[config.mk]
export PLATFORM = sky130hd
export DESIGN_NAME = mul_div_unit_flat
export DESIGN_NICKNAME = d
export VERILOG_FILES = /design/src/rtl/mul_div_if.sv /design/src/rtl/mul_div_unit.sv /design/src/flat_wrapper.sv
export SDC_FILE = /design/constraint.sdc
export NUM_CORES = 1
export LEC_CHECK = 0
export ABC_CLOCK_PERIOD_IN_PS = 4200
export CAP_MARGIN = 20
export CORE_MARGIN = 5
export CORE_UTILIZATION = 55
export CTS_CLUSTER_DIAMETER = 60
export DETAILED_ROUTE_END_ITERATION = 8
export GPL_TIMING_DRIVEN = 0
export PLACE_DENSITY = 0.83
export SETUP_SLACK_MARGIN = 0.3
export SLEW_MARGIN = 20
export SYNTH_ARGS = -nofsm -noshare
export SYNTH_HDL_FRONTEND = slang
export SYNTH_SLANG_ARGS = --single-unit
[constraint.sdc]
create_clock -name clk -period 4.2 [get_ports clk]
set_input_delay 0.63 -clock clk [delete_from_list [all_inputs] [get_ports clk]]
set_output_delay 0.63 -clock clk [all_outputs]
set_load 0.01 [all_outputs]
[src/rtl/mul_div_if.sv]
// Handshake and HI/LO bus between the execute stage and the multiply/divide unit.
// The master drives operands and MTHI/MTLO writes; the slave returns status and HI/LO.
interface mul_div_if #(
  parameter int WIDTH = 32
);
  logic             start;
  logic [1:0]       op;
  logic [WIDTH-1:0] srcA;
  logic [WIDTH-1:0] srcB;
  logic             hi_we;
  logic             lo_we;
  logic [WIDTH-1:0] wdata;
  logic             busy;
  logic             done;
  logic             div_zero;
  logic [WIDTH-1:0] hi;
  logic [WIDTH-1:0] lo;

  modport master (
    output start, op, srcA, srcB, hi_we, lo_we, wdata,
    input  busy, done, div_zero, hi, lo
  );

  modport slave (
    input  start, op, srcA, srcB, hi_we, lo_we, wdata,
    output busy, done, div_zero, hi, lo
  );
endinterface

[src/rtl/mul_div_unit.sv]
// Iterative MULT/MULTU/DIV/DIVU unit with HI/LO result registers.
// Works on operand magnitudes for one bit per cycle, then fixes signs in a final cycle.
module mul_div_unit #(
  parameter int WIDTH = 32,
  parameter int ITER  = 32
) (
  input  logic       clk,
  input  logic       rst_n,
  mul_div_if.slave   bus
);

  localparam int CW = $clog2(ITER) + 1;

  typedef enum logic [1:0] {IDLE, CALC, SIGN} state_t;

  state_t             state_q, state_d;
  logic [1:0]         op_q;
  logic [WIDTH-1:0]   b_q;
  logic [WIDTH-1:0]   a_orig_q;
  logic               qsign_q;
  logic               rsign_q;
  logic               bzero_q;
  logic [2*WIDTH-1:0] acc_q, acc_d;
  logic [CW-1:0]      cnt_q;
  logic [WIDTH-1:0]   hi_q, lo_q;
  logic               done_q, dz_q;
  logic               busy_o;

  logic               sgn_op;
  logic               start_acc;
  logic [WIDTH:0]     msum;
  logic [WIDTH:0]     rem_sh;
  logic               ge;
  logic [WIDTH-1:0]   diff;
  logic [2*WIDTH-1:0] prod_fix;

  function automatic logic [WIDTH-1:0] neg_w(input logic [WIDTH-1:0] x, input logic en);
    return en ? (~x + WIDTH'(1)) : x;
  endfunction

  function automatic logic [2*WIDTH-1:0] neg_2w(input logic [2*WIDTH-1:0] x, input logic en);
    return en ? (~x + (2*WIDTH)'(1)) : x;
  endfunction

  assign sgn_op    = bus.op[0];
  assign start_acc = (state_q == IDLE) && bus.start;

  // One iteration step. Upper word is the running partial product / remainder,
  // lower word holds the multiplier / dividend bits still to be consumed.
  always_comb begin
    msum   = {1'b0, acc_q[2*WIDTH-1:WIDTH]} + (acc_q[0] ? {1'b0, b_q} : '0);
    rem_sh = {acc_q[2*WIDTH-1:WIDTH], acc_q[WIDTH-1]};
    ge     = (rem_sh >= {1'b0, b_q});
    diff   = rem_sh[WIDTH-1:0] - b_q;
    acc_d  = acc_q;
    if (op_q[1]) begin
      if (ge) acc_d = {diff, acc_q[WIDTH-2:0], 1'b1};
      else    acc_d = {acc_q[2*WIDTH-2:0], 1'b0};
    end else begin
      acc_d = {msum, acc_q[WIDTH-1:1]};
    end
  end

  assign prod_fix = neg_2w(acc_q, qsign_q);

  always_ff @(posedge clk or negedge rst_n) begin
    if (!rst_n) state_q <= IDLE;
    else        state_q <= state_d;
  end

  always_comb begin
    state_d = state_q;
    case (state_q)
      IDLE:    if (bus.start) state_d = CALC;
      CALC:    if (cnt_q == CW'(ITER - 1)) state_d = SIGN;
      SIGN:    state_d = IDLE;
      default: state_d = IDLE;
    endcase
  end

  always_comb begin
    busy_o = (state_q != IDLE);
  end

  always_ff @(posedge clk or negedge rst_n) begin
    if (!rst_n) begin
      op_q     <= '0;
      b_q      <= '0;
      a_orig_q <= '0;
      qsign_q  <= 1'b0;
      rsign_q  <= 1'b0;
      bzero_q  <= 1'b0;
      acc_q    <= '0;
      cnt_q    <= '0;
      hi_q     <= '0;
      lo_q     <= '0;
      done_q   <= 1'b0;
      dz_q     <= 1'b0;
    end else begin
      done_q <= 1'b0;
      dz_q   <= 1'b0;
      case (state_q)
        IDLE: begin
          if (start_acc) begin
            op_q     <= bus.op;
            b_q      <= neg_w(bus.srcB, sgn_op & bus.srcB[WIDTH-1]);
            acc_q    <= {{WIDTH{1'b0}}, neg_w(bus.srcA, sgn_op & bus.srcA[WIDTH-1])};
            a_orig_q <= bus.srcA;
            qsign_q  <= sgn_op & (bus.srcA[WIDTH-1] ^ bus.srcB[WIDTH-1]);
            rsign_q  <= sgn_op & bus.srcA[WIDTH-1];
            bzero_q  <= (bus.srcB == '0);
            cnt_q    <= '0;
          end else begin
            if (bus.hi_we) hi_q <= bus.wdata;
            if (bus.lo_we) lo_q <= bus.wdata;
          end
        end
        CALC: begin
          acc_q <= acc_d;
          cnt_q <= cnt_q + CW'(1);
        end
        SIGN: begin
          done_q <= 1'b1;
          if (op_q[1]) begin
            // Divide by zero reports the untouched dividend rather than its magnitude.
            if (bzero_q) begin
              hi_q <= a_orig_q;
              lo_q <= '1;
              dz_q <= 1'b1;
            end else begin
              lo_q <= neg_w(acc_q[WIDTH-1:0], qsign_q);
              hi_q <= neg_w(acc_q[2*WIDTH-1:WIDTH], rsign_q);
            end
          end else begin
            hi_q <= prod_fix[2*WIDTH-1:WIDTH];
            lo_q <= prod_fix[WIDTH-1:0];
          end
        end
        default: ;
      endcase
    end
  end

  assign bus.busy     = busy_o;
  assign bus.done     = done_q;
  assign bus.div_zero = dz_q;
  assign bus.hi       = hi_q;
  assign bus.lo       = lo_q;

endmodule

[src/flat_wrapper.sv]
// flat-port wrapper written by rule: the top's interface ports become plain ports
module mul_div_unit_flat 
#(
  parameter int WIDTH = 32,
  parameter int ITER  = 32
)
  (clk, rst_n, bus_start, bus_op, bus_srcA, bus_srcB, bus_hi_we, bus_lo_we, bus_wdata, bus_busy, bus_done, bus_div_zero, bus_hi, bus_lo);
  mul_div_if #(.WIDTH(WIDTH)) bus_i ();
  input  logic clk;
  input  logic rst_n;
  input wire logic [$bits(bus_i.start)-1:0] bus_start;
  input wire logic [$bits(bus_i.op)-1:0] bus_op;
  input wire logic [$bits(bus_i.srcA)-1:0] bus_srcA;
  input wire logic [$bits(bus_i.srcB)-1:0] bus_srcB;
  input wire logic [$bits(bus_i.hi_we)-1:0] bus_hi_we;
  input wire logic [$bits(bus_i.lo_we)-1:0] bus_lo_we;
  input wire logic [$bits(bus_i.wdata)-1:0] bus_wdata;
  output wire logic [$bits(bus_i.busy)-1:0] bus_busy;
  output wire logic [$bits(bus_i.done)-1:0] bus_done;
  output wire logic [$bits(bus_i.div_zero)-1:0] bus_div_zero;
  output wire logic [$bits(bus_i.hi)-1:0] bus_hi;
  output wire logic [$bits(bus_i.lo)-1:0] bus_lo;
  assign bus_i.start = bus_start;
  assign bus_i.op = bus_op;
  assign bus_i.srcA = bus_srcA;
  assign bus_i.srcB = bus_srcB;
  assign bus_i.hi_we = bus_hi_we;
  assign bus_i.lo_we = bus_lo_we;
  assign bus_i.wdata = bus_wdata;
  assign bus_busy = bus_i.busy;
  assign bus_done = bus_i.done;
  assign bus_div_zero = bus_i.div_zero;
  assign bus_hi = bus_i.hi;
  assign bus_lo = bus_i.lo;
  mul_div_unit #(.WIDTH(WIDTH), .ITER(ITER)) u_core (.clk(clk), .rst_n(rst_n), .bus(bus_i));
endmodule
==> results of run 1 <==
## final cells by class
class                      instances  area (µm²)
sequential                       206        5150
fill                            2634       10400
tap                              396         495
inverter                          63         236
multi-input combinational       1710       10800
clock inverter                     9         109
buffer                           147         684
timing repair buffer             171        1750
clock buffer                      39         781
## critical path, delay by kind of cell (launching register included)
kind	cells	cell delay (ns)
AND/OR/NAND/NOR	2	0.41
buffers and inverters	1	0.07
AO/OA/AOI/OAI	7	2.16
flip-flops	1	0.58
adder cells (fa/ha/maj)	2	0.59
## metrics by stage
step / utilization [%] / instance area (µm²) / setup slack (ns)
4_1_cts: 65.7 / 20000 / 0.173
5_1_grt: 65.9 / 20000 / 0.207
6_report: 65.9 / 20000 / 0.305
3_5_place_dp: 62.8 / 19100 / -0.0712
2_1_floorplan: - / 16800 / 1.14
3_3_place_gp: 62.6 / 19000 / -6.12
## final timing paths
check | startpoint | end | slack [ns] | depth (start not counted)
max | u_core.acc_q[0] | u_core.acc_q[63] | 0.30 | 12
min | rst_n | u_core.bus.lo[12] | -0.004 | 1
max reg2reg | u_core.acc_q[0] | u_core.acc_q[63] | 0.30 | 12
min reg2reg | u_core.b_q[19] | u_core.b_q[19] | 0.48 | 2
max in group asynchronous | rst_n | u_core.b_q[20] | 3.04 | 3
min in group clk | u_core.b_q[19] | u_core.b_q[19] | 0.48 | 2
## placed cells by master, fill, tap and decap left out, drive strengths merged, types with 16 or more instances in the layout
cell / count
and3: 17
xnor2: 103
and2: 16
or3: 23
inv: 63
a211oi: 21
dfrtp: 206
nor2: 145
o31ai: 28
clkdlybuf4s50: 168
nand2: 343
o211ai: 34
nor3: 28
ha: 69
a21o: 35
buf: 25
a22oi: 16
nand4: 21
o41ai: 16
xor2: 88
nor4: 18
clkbuf: 164
o22ai: 43
a21oi: 112
nand3: 50
mux2i: 48
o21ai: 249
or4: 16
## state kept, by name (all words and copies together) (netlist names)
name                 flops
u_core.acc_q            64
u_core.a_orig_q         32
u_core.b_q              32
u_core.bus.hi           32
u_core.bus.lo           32
u_core.cnt_q             6
u_core.state_q           2
u_core.bus.div_zero      1
u_core.bus.done          1
u_core.bzero_q           1
u_core.op_q              1
u_core.qsign_q           1
u_core.rsign_q           1
## per-layer routing
layer,vias up,track usage [%],share of wire [%]
met5,-,0.429,0
met4,0,28.0,8.8
met3,301,7.52,9.9
met2,1166,63.7,45
met1,8482,47.7,37
li1,8067,-,-
## report_power, final
group / switching, W / internal (W) / total [W]
Combinational: 0.00573 / 0.00373 / 0.00946
Sequential: 0.000908 / 0.00269 / 0.00360
Clock: 0.000922 / 0.00141 / 0.00233
Total: 0.00756 / 0.00782 / 0.0154
## cells by family (layout without fill, tap and decap cells)
kind of cell,Yosys count,after routing,synth area share (%)
AND/OR/NAND/NOR,723,723,20.1
flip-flops,206,206,30.7
adder cells (fa/ha/maj),71,71,5.38
multiplexers,50,50,2.99
buffers and inverters,210,429,5.44
AO/OA/AOI/OAI,675,675,25.4
XOR/XNOR,191,191,9.96
## timing repair
action	CTS	global route
gates cloned	0	0
setup buffers	0	0
gates resized for setup	6	16
endpoints found under the setup margin	17	28
==> impl_metrics.ini, run 1 <==
[synth]
yosysWarnings = 0
synth_cell_type_count = 95
synth_top_area_share_pct = 30.7
netlist_area_um2 = 16800
synth.most_common_cell = nand2_1
syn_inst = 2126
synth_area_leader_cell = dfrtp_1
yosys-top-cells-area = dfrtp_1 31%, nand2_1 7.6%, o21ai_0 7.2%
async_reset_ff_share_pct = 100
synth-edff-count = 0
ys_ff_latch = 206
synth-main-ff-cell = dfrtp_1
ys_seq_area_share_pct = 30.7
synthTopCellsByCount = 342 x nand2_1, 241 x o21ai_0, 206 x dfrtp_1, 143 x nor2_1, 119 x clkbuf_1
avgSynthCellArea_um2 = 7.90
synth_fp_nets = 2300

[global_routing]
grt_pass1_vias = 17400
antenna_found_initial = 0
grt_use_total_pct = 39.6
grt_max_degree = 82
grt_overflow_total = 0
grt_pass1_wl_um = 104000

[critical_path]
cp.arrival_ns = 4.37
cp_cell_sequence = and2_1 -> ha_1 -> inv_1 -> fa_1 -> nand2b_1 -> a21oi_1 -> o32a_1 -> a21oi_2 -> o21ai_1 -> a21boi_1 -> o31ai_1 -> a32o_1
cpPeakStageDelay_ns = 0.58
end_kind = register
crit_path_top_delay_cell = dfrtp_1
worstSetupPathType = reg -> reg
required_ns = 4.67
cp-start-kind = register
path_max_fanout = 7

[route]
drt_pass1_iterations = 6
wl_per_cell_um = 25.4
route.detailed.drc = 0
ant_nets = 0
wirelength_um = 69700
via_per_inst = 6.57
vias = 18000
drt_iter0_markers = 1891

[status]
status = finished, violations left
violations = negative hold slack

[clock_network]
clkTransAtPathRegs_ns = 0.06
cts_tree = done
cts-root-buf = clkbuf_16
postCtsHoldBufs = 0
htree_levels = 1
clkSinkCount = 206
clk_latency_ns = 0.55
cts_buffer_depth = 3
cts_buffers = 26

[finish]
nets = 2499
drive_gt1_share_pct = 5.12
syn2layout_area_growth_pct = 18.9
stdcell_count = 2741
diodes = 0

[power]
p_leak_nw = 8.32
finalPower_w = 0.0154
ir_drop_mv = 0.632
power_density_nw_per_um2 = 770

[timing]
tns_ns = 0
setup_viol = 0
period_needed_ns = 3.90
hold_slack_ns = -0.00383
rsz0062_at_grt = yes
tightest_slew_ns = 1.05
hold_viol = 2
relSlewSlack_pct = 30.0
fmax_mhz = 257
drv_slew = 0
skew_ns = 0.0196
finalCritPeriodShare_pct = 92.7

[placement]
place_congestion = 1.03
io_buffers = 169
place_inst = 2693
dp_hpwl_um = 55400

[die]
initial_core_util_pct = 55.4
die_area_um2 = 34100
core_area_um2 = 30300
die_y_um = 185
die_w_um = 185
fp-row-count = 64
io_pins = 170

[hold_path]
min_path_type = in -> async

[job]
maxCapViolCount = 0
Note: power is estimated with default switching activity, not from simulation.
==> inputs of run 2 (changes only) <==
- PLACE_DENSITY: 0.83 -> 0.84
==> impl_metrics.ini, run 2 (same netlist as run 1, synthesis figures left out) <==
[status]
status = finished, final reports clean

[clock_network]
clkSinkCount = 206
clkTransAtPathRegs_ns = 0.07
post_cts_buffers = 0
clk_latency_ns = 0.56
postCtsHoldBufs = 0
cts_buffers = 26
cts_tree = done
cts_buffer_depth = 3
cts-root-buf = clkbuf_16
htree_levels = 1

[power]
power_density_nw_per_um2 = 767
p_leak_nw = 8.32
ir_drop_mv = 0.482

[placement]
place_inst = 2693
io_buffers = 169
dp_hpwl_um = 55200
place_congestion = 1.03

[route]
drt_iter0_markers = 2159
wl_per_cell_um = 25.2
ant_nets = 0
via_per_inst = 6.57
route.detailed.drc = 0
wirelength_um = 69000
vias = 18000
drt_pass1_iterations = 8

[critical_path]
crit_family = simple AND/OR/NAND/NOR gates
cpPeakStageDelay_ns = 0.52
crit_path_top_delay_cell = dfrtp_1
cp_cell_sequence = inv_1 -> clkbuf_4 -> ha_1 -> or3b_2 -> nor2_1 -> nand4_1 -> nand2b_1 -> clkbuf_1 -> o41ai_1 -> xnor2_1 -> o21ai_2 -> a21oi_1
worstSetupPathType = reg -> reg
cp-start-kind = register
end_kind = register
required_ns = 4.62
path_max_fanout = 10
path_buf_inv = 3
cp.arrival_ns = 4.34

[global_routing]
antenna_found_initial = 0
grt_max_degree = 75
grt_pass1_vias = 17300
grt_use_total_pct = 39.0
grt_pass1_wl_um = 102000
grt_overflow_total = 0

[job]
maxCapViolCount = 0

[finish]
diodes = 0
nets = 2499
stdcell_count = 2740
final_common_cell = nand2_1
top_register = u_core.acc_q
syn2layout_area_growth_pct = 19.0
fillers = 2593
drive_gt1_share_pct = 5.20
final_cell_mix = 342 x nand2_1, 238 x o21ai_0, 206 x dfrtp_1
largest_reg_flops = 64

[timing]
fmax_mhz = 255
hold_viol = 0
drv_slew = 0
rsz0062_at_grt = no
hold_slack_ns = 0.0315
skew_ns = 0.0234
setup_viol = 0
tightest_slew_ns = 1.10
relSlewSlack_pct = 25.9
finalCritPeriodShare_pct = 93.3
period_needed_ns = 3.92

[die]
die_w_um = 185
die_y_um = 185
core_area_um2 = 30300
die_area_um2 = 34100
fp-row-count = 64
io_pins = 170
initial_core_util_pct = 55.4

[hold_path]
min_path_type = in -> async
==> run 2: cell count changes in the layout (fill, tap and decap cells not counted), sizes merged <==
cell | before | now
clkbuf | 164 | 163
bufinv | 2 | 1
inv | 63 | 65
buf | 25 | 24
clkinv | 4 | 3
clkinvlp | 3 | 4
==> run 2: power breakdown <==
group	leakage, nW	total (W)	internal (W)	switching (W)
Combinational	5.42	0.00947	0.00375	0.00573
Sequential	2.49	0.00362	0.00269	0.000928
Clock	0.412	0.00225	0.00132	0.000936
Total	8.32	0.0153	0.00775	0.00759
==> run 2: through the flow <==
stage | power, W | setup WS [ns] | setup TNS, ns | util (%) | instance area (µm²)
after global placement | 0.0125 | -6.09 | -1249.18 | 62.6 | 19000
after floorplan | 0.00958 | 1.14 | 0 | - | 16800
after detailed placement | 0.0126 | -0.188 | -0.536 | 62.8 | 19100
after CTS | 0.0149 | 0.290 | 0 | 65.7 | 19900
final | 0.0153 | 0.283 | 0 | 65.9 | 20000
after global routing | 0.0162 | 0.304 | 0 | 65.9 | 20000
==> run 2: worst paths after layout <==
| kind | from | end | slack, ns | cells after the start |
|---|---|---|---|---|
| setup / recovery | u_core.acc_q[0] | u_core.bus.hi[12] | 0.28 | 12 |
| hold / removal | rst_n | u_core.bus.hi[18] | 0.03 | 1 |
| setup reg to reg | u_core.acc_q[0] | u_core.bus.hi[12] | 0.28 | 12 |
| hold reg to reg | u_core.b_q[23] | u_core.b_q[23] | 0.48 | 2 |
| max in group asynchronous | rst_n | u_core.acc_q[11] | 3.38 | 2 |
| min in group clk | u_core.b_q[23] | u_core.b_q[23] | 0.48 | 2 |
==> run 2: what timing repair did <==
item | CTS | global route
endpoints found under the setup margin | 23 | 21
endpoints found under the hold margin | 0 | 0
resized for setup | 12 | 14
==> run 2: layout make-up <==
type                    instances  area (µm²)  area share, %
well taps                     396         495           2.48
flip-flops and latches        206        5150           25.8
repair buffers                171        1750           8.76
clock buffers                  37         752           3.76
multi-input cells            1710       10800           54.1
clock inverters                10         113          0.563
inverters                      63         236           1.18
plain buffers                 147         687           3.43
==> run 2: routing by layer <==
layer	GRT usage [%]	up-vias	wire, µm
met5	0	-	0
met4	26.0	0	6100
met3	7.52	349	7440
met2	62.4	1274	30200
met1	47.9	8332	25300
li1	-	8049	-
==> edit: new RTL, settings of run 1 <==
One comparison of `cnt_q` changes from == to >=.
--- a/src/rtl/mul_div_unit.sv
+++ b/src/rtl/mul_div_unit.sv
@@ -72,7 +72,7 @@
     state_d = state_q;
     case (state_q)
       IDLE:    if (bus.start) state_d = CALC;
-      CALC:    if (cnt_q == CW'(ITER - 1)) state_d = SIGN;
+      CALC:    if (cnt_q >= CW'(ITER - 1)) state_d = SIGN;
       SIGN:    state_d = IDLE;
       default: state_d = IDLE;
     endcase
Function: no difference found for any inputs over 4 cycles, from zero or initial values and one cycle with rst_n low; that may be too few to reach the edited logic, so the function may still have changed.
==> edit against run 1 <==
  * Final area is 0.91% lower
  * Setup slack gained 0.0014 ns
  * Power is 18% higher
  * Sequential cell count unchanged
  * Synthesized area shrank 1.3%
  * Clock power decreased by 2%
  * Sequential share of layout area is 0.26 points higher
  * Routed wire length is 2.1% lower
  * Combinational power increased by 25%
  * Fmax hardly changed
  * First-iteration DRC count decreased by 2.7%
  * Critical path type unchanged
==> edit: results (changes against run 1) <==
Cells and area
  • Non-CTS buffers: 326 (was 318)
  • Non-clock inverter total of the final layout: 66 (was 63)
  • CLK BUF: 32 (was 39)
  • Seq area share: 26.06% (was 25.79%)
  • Fillers: 2,604 (was 2,634)
  • Multi-input gates: 1,684 (was 1,710)
  • ClkCell Share: 4.385% (was 4.451%)
  • Non-clk buf share: 12.16% (was 12.19%)
  • Final nets: 2,484 (was 2,499)
  • Multi-input logic area: 10,630 um2 (was 10,770 um2)

Placed design
  • Port Buffer Count: 169 (unchanged)
  • RePlAce Congestion: 0.9999 (was 1.035)
  • Final HPWL DP: 54.31 mm (was 55.41 mm)
  • Dpl cells: 2,669 (was 2,693)
  • Setup WS pre-CTS: -0.3976 ns (was -0.07123 ns)
  • Cell area after placement: 18,830 um2 (was 19,050 um2)

Route
  • Metal1 wirelength: 25.53 mm (was 25.57 mm)
  • Vias: 17,730 (was 18,020)
  • Router iterations before antenna repair: 7 (was 6)
  • WL met2: 31.00 mm (was 31.08 mm)
  • Met3 Wirelength: 6.442 mm (was 6.906 mm)
  • Wirelength per Cell: 25.10 um (was 25.42 um)

Pwr
  • Switching part of the total: 50.51% (was 49.16%)
  • Sequential share of power: 22.5% (was 23.4%)

Synth
  • Ranking of synthesized cells by area: dfrtp_1 (31%), nand2_1 (8.2%), o21ai_0 (7.4%), xnor2_1 (6.1%), ha_1 (5.2%) (was dfrtp_1 (31%), nand2_1 (7.6%), o21ai_0 (7.2%), xnor2_1 (5.4%), ha_1 (5.1%))
  • Multiplexer share of the synthesized area: 3.589% (was 2.993%)
  • Synth cell types: 80 (was 95)
  • Syn Inst Count: 2,108 (was 2,126)
  • Post-synth top cells: nand2_1 (362), o21ai_0 (245), dfrtp_1 (206) (was nand2_1 (342), o21ai_0 (241), dfrtp_1 (206))
  • Post-synthesis xor/xnor area fraction: 10.50% (was 9.955%)
  • Syn_nets: 2,282 (was 2,300)
  • Register area share after synthesis: 31.07% (was 30.68%)

Worst setup path
  • Critical path's slowest cell: dfrtp_2 (was dfrtp_1)
  • WP data arrival: 4.24 ns (was 4.37 ns)
  • Worst R2R End: u_core.acc_q[56] (was u_core.acc_q[63])
  • CP max FO: 11 (was 7)
  • Reg2reg start: u_core.acc_q[32] (was u_core.acc_q[0])
  • Delay of the slowest critical-path stage: 0.53 ns (was 0.58 ns)
  • Reg2Reg Depth: 11 (was 12)

Run status
  • Status: finished, final reports clean (was finished, violations left)

Timing
  • WHS: 0.4818 ns (was -0.003828 ns)
  • Final Skew: 0.01628 ns (was 0.01958 ns)
  • Max_slew headroom: 39.77% (was 29.98%)

Global route
  • Largest net degree at the start of global routing: 90 (was 82)
  • Met3 usage: 5.896% (was 7.522%)
  • GR Util met2: 63.89% (was 63.70%)
  • Total Routing Usage GR: 39.20% (was 39.56%)
  • First-pass GRT wire length: 101.6 mm (was 103.5 mm)

Hold path
  • HP Class: flip-flop to flip-flop (was input pin to async pin)

Clock tree
  • CTS Hold Buffers Added: 1 (was 0)
==> edit: changes by cell type after synthesis, sizes merged, moves of 12 or more <==
cell          run 1  this run
nand2           343       362
nand3            50        28
nor2            145       116
o21ai           249       264
o22ai            43        31
xnor2           103       115
==> edit: worst max-delay path by stage <==
stage / startpoint / endpoint / slack [ns] / cells after the start
floorplan: u_core.acc_q[0] / u_core.acc_q[61] / 1.0 / 14
CTS: u_core.acc_q[32] / u_core.acc_q[56] / 0.28 / 11
global route: u_core.acc_q[0] / u_core.acc_q[61] / 0.27 / 14
global placement: rst_n / u_core.acc_q[56] / -6.15 / 1
detailed placement: u_core.acc_q[32] / u_core.acc_q[56] / -0.40 / 11
finish: u_core.acc_q[32] / u_core.acc_q[56] / 0.31 / 11
==> edit: cell families after synthesis <==
logic type	count (synthesis)
multiplexers	59
flip-flops	206
AND/OR/NAND/NOR	704
XOR/XNOR	199
buffers and inverters	218
AO/OA/AOI/OAI	651
adder cells (fa/ha/maj)	71
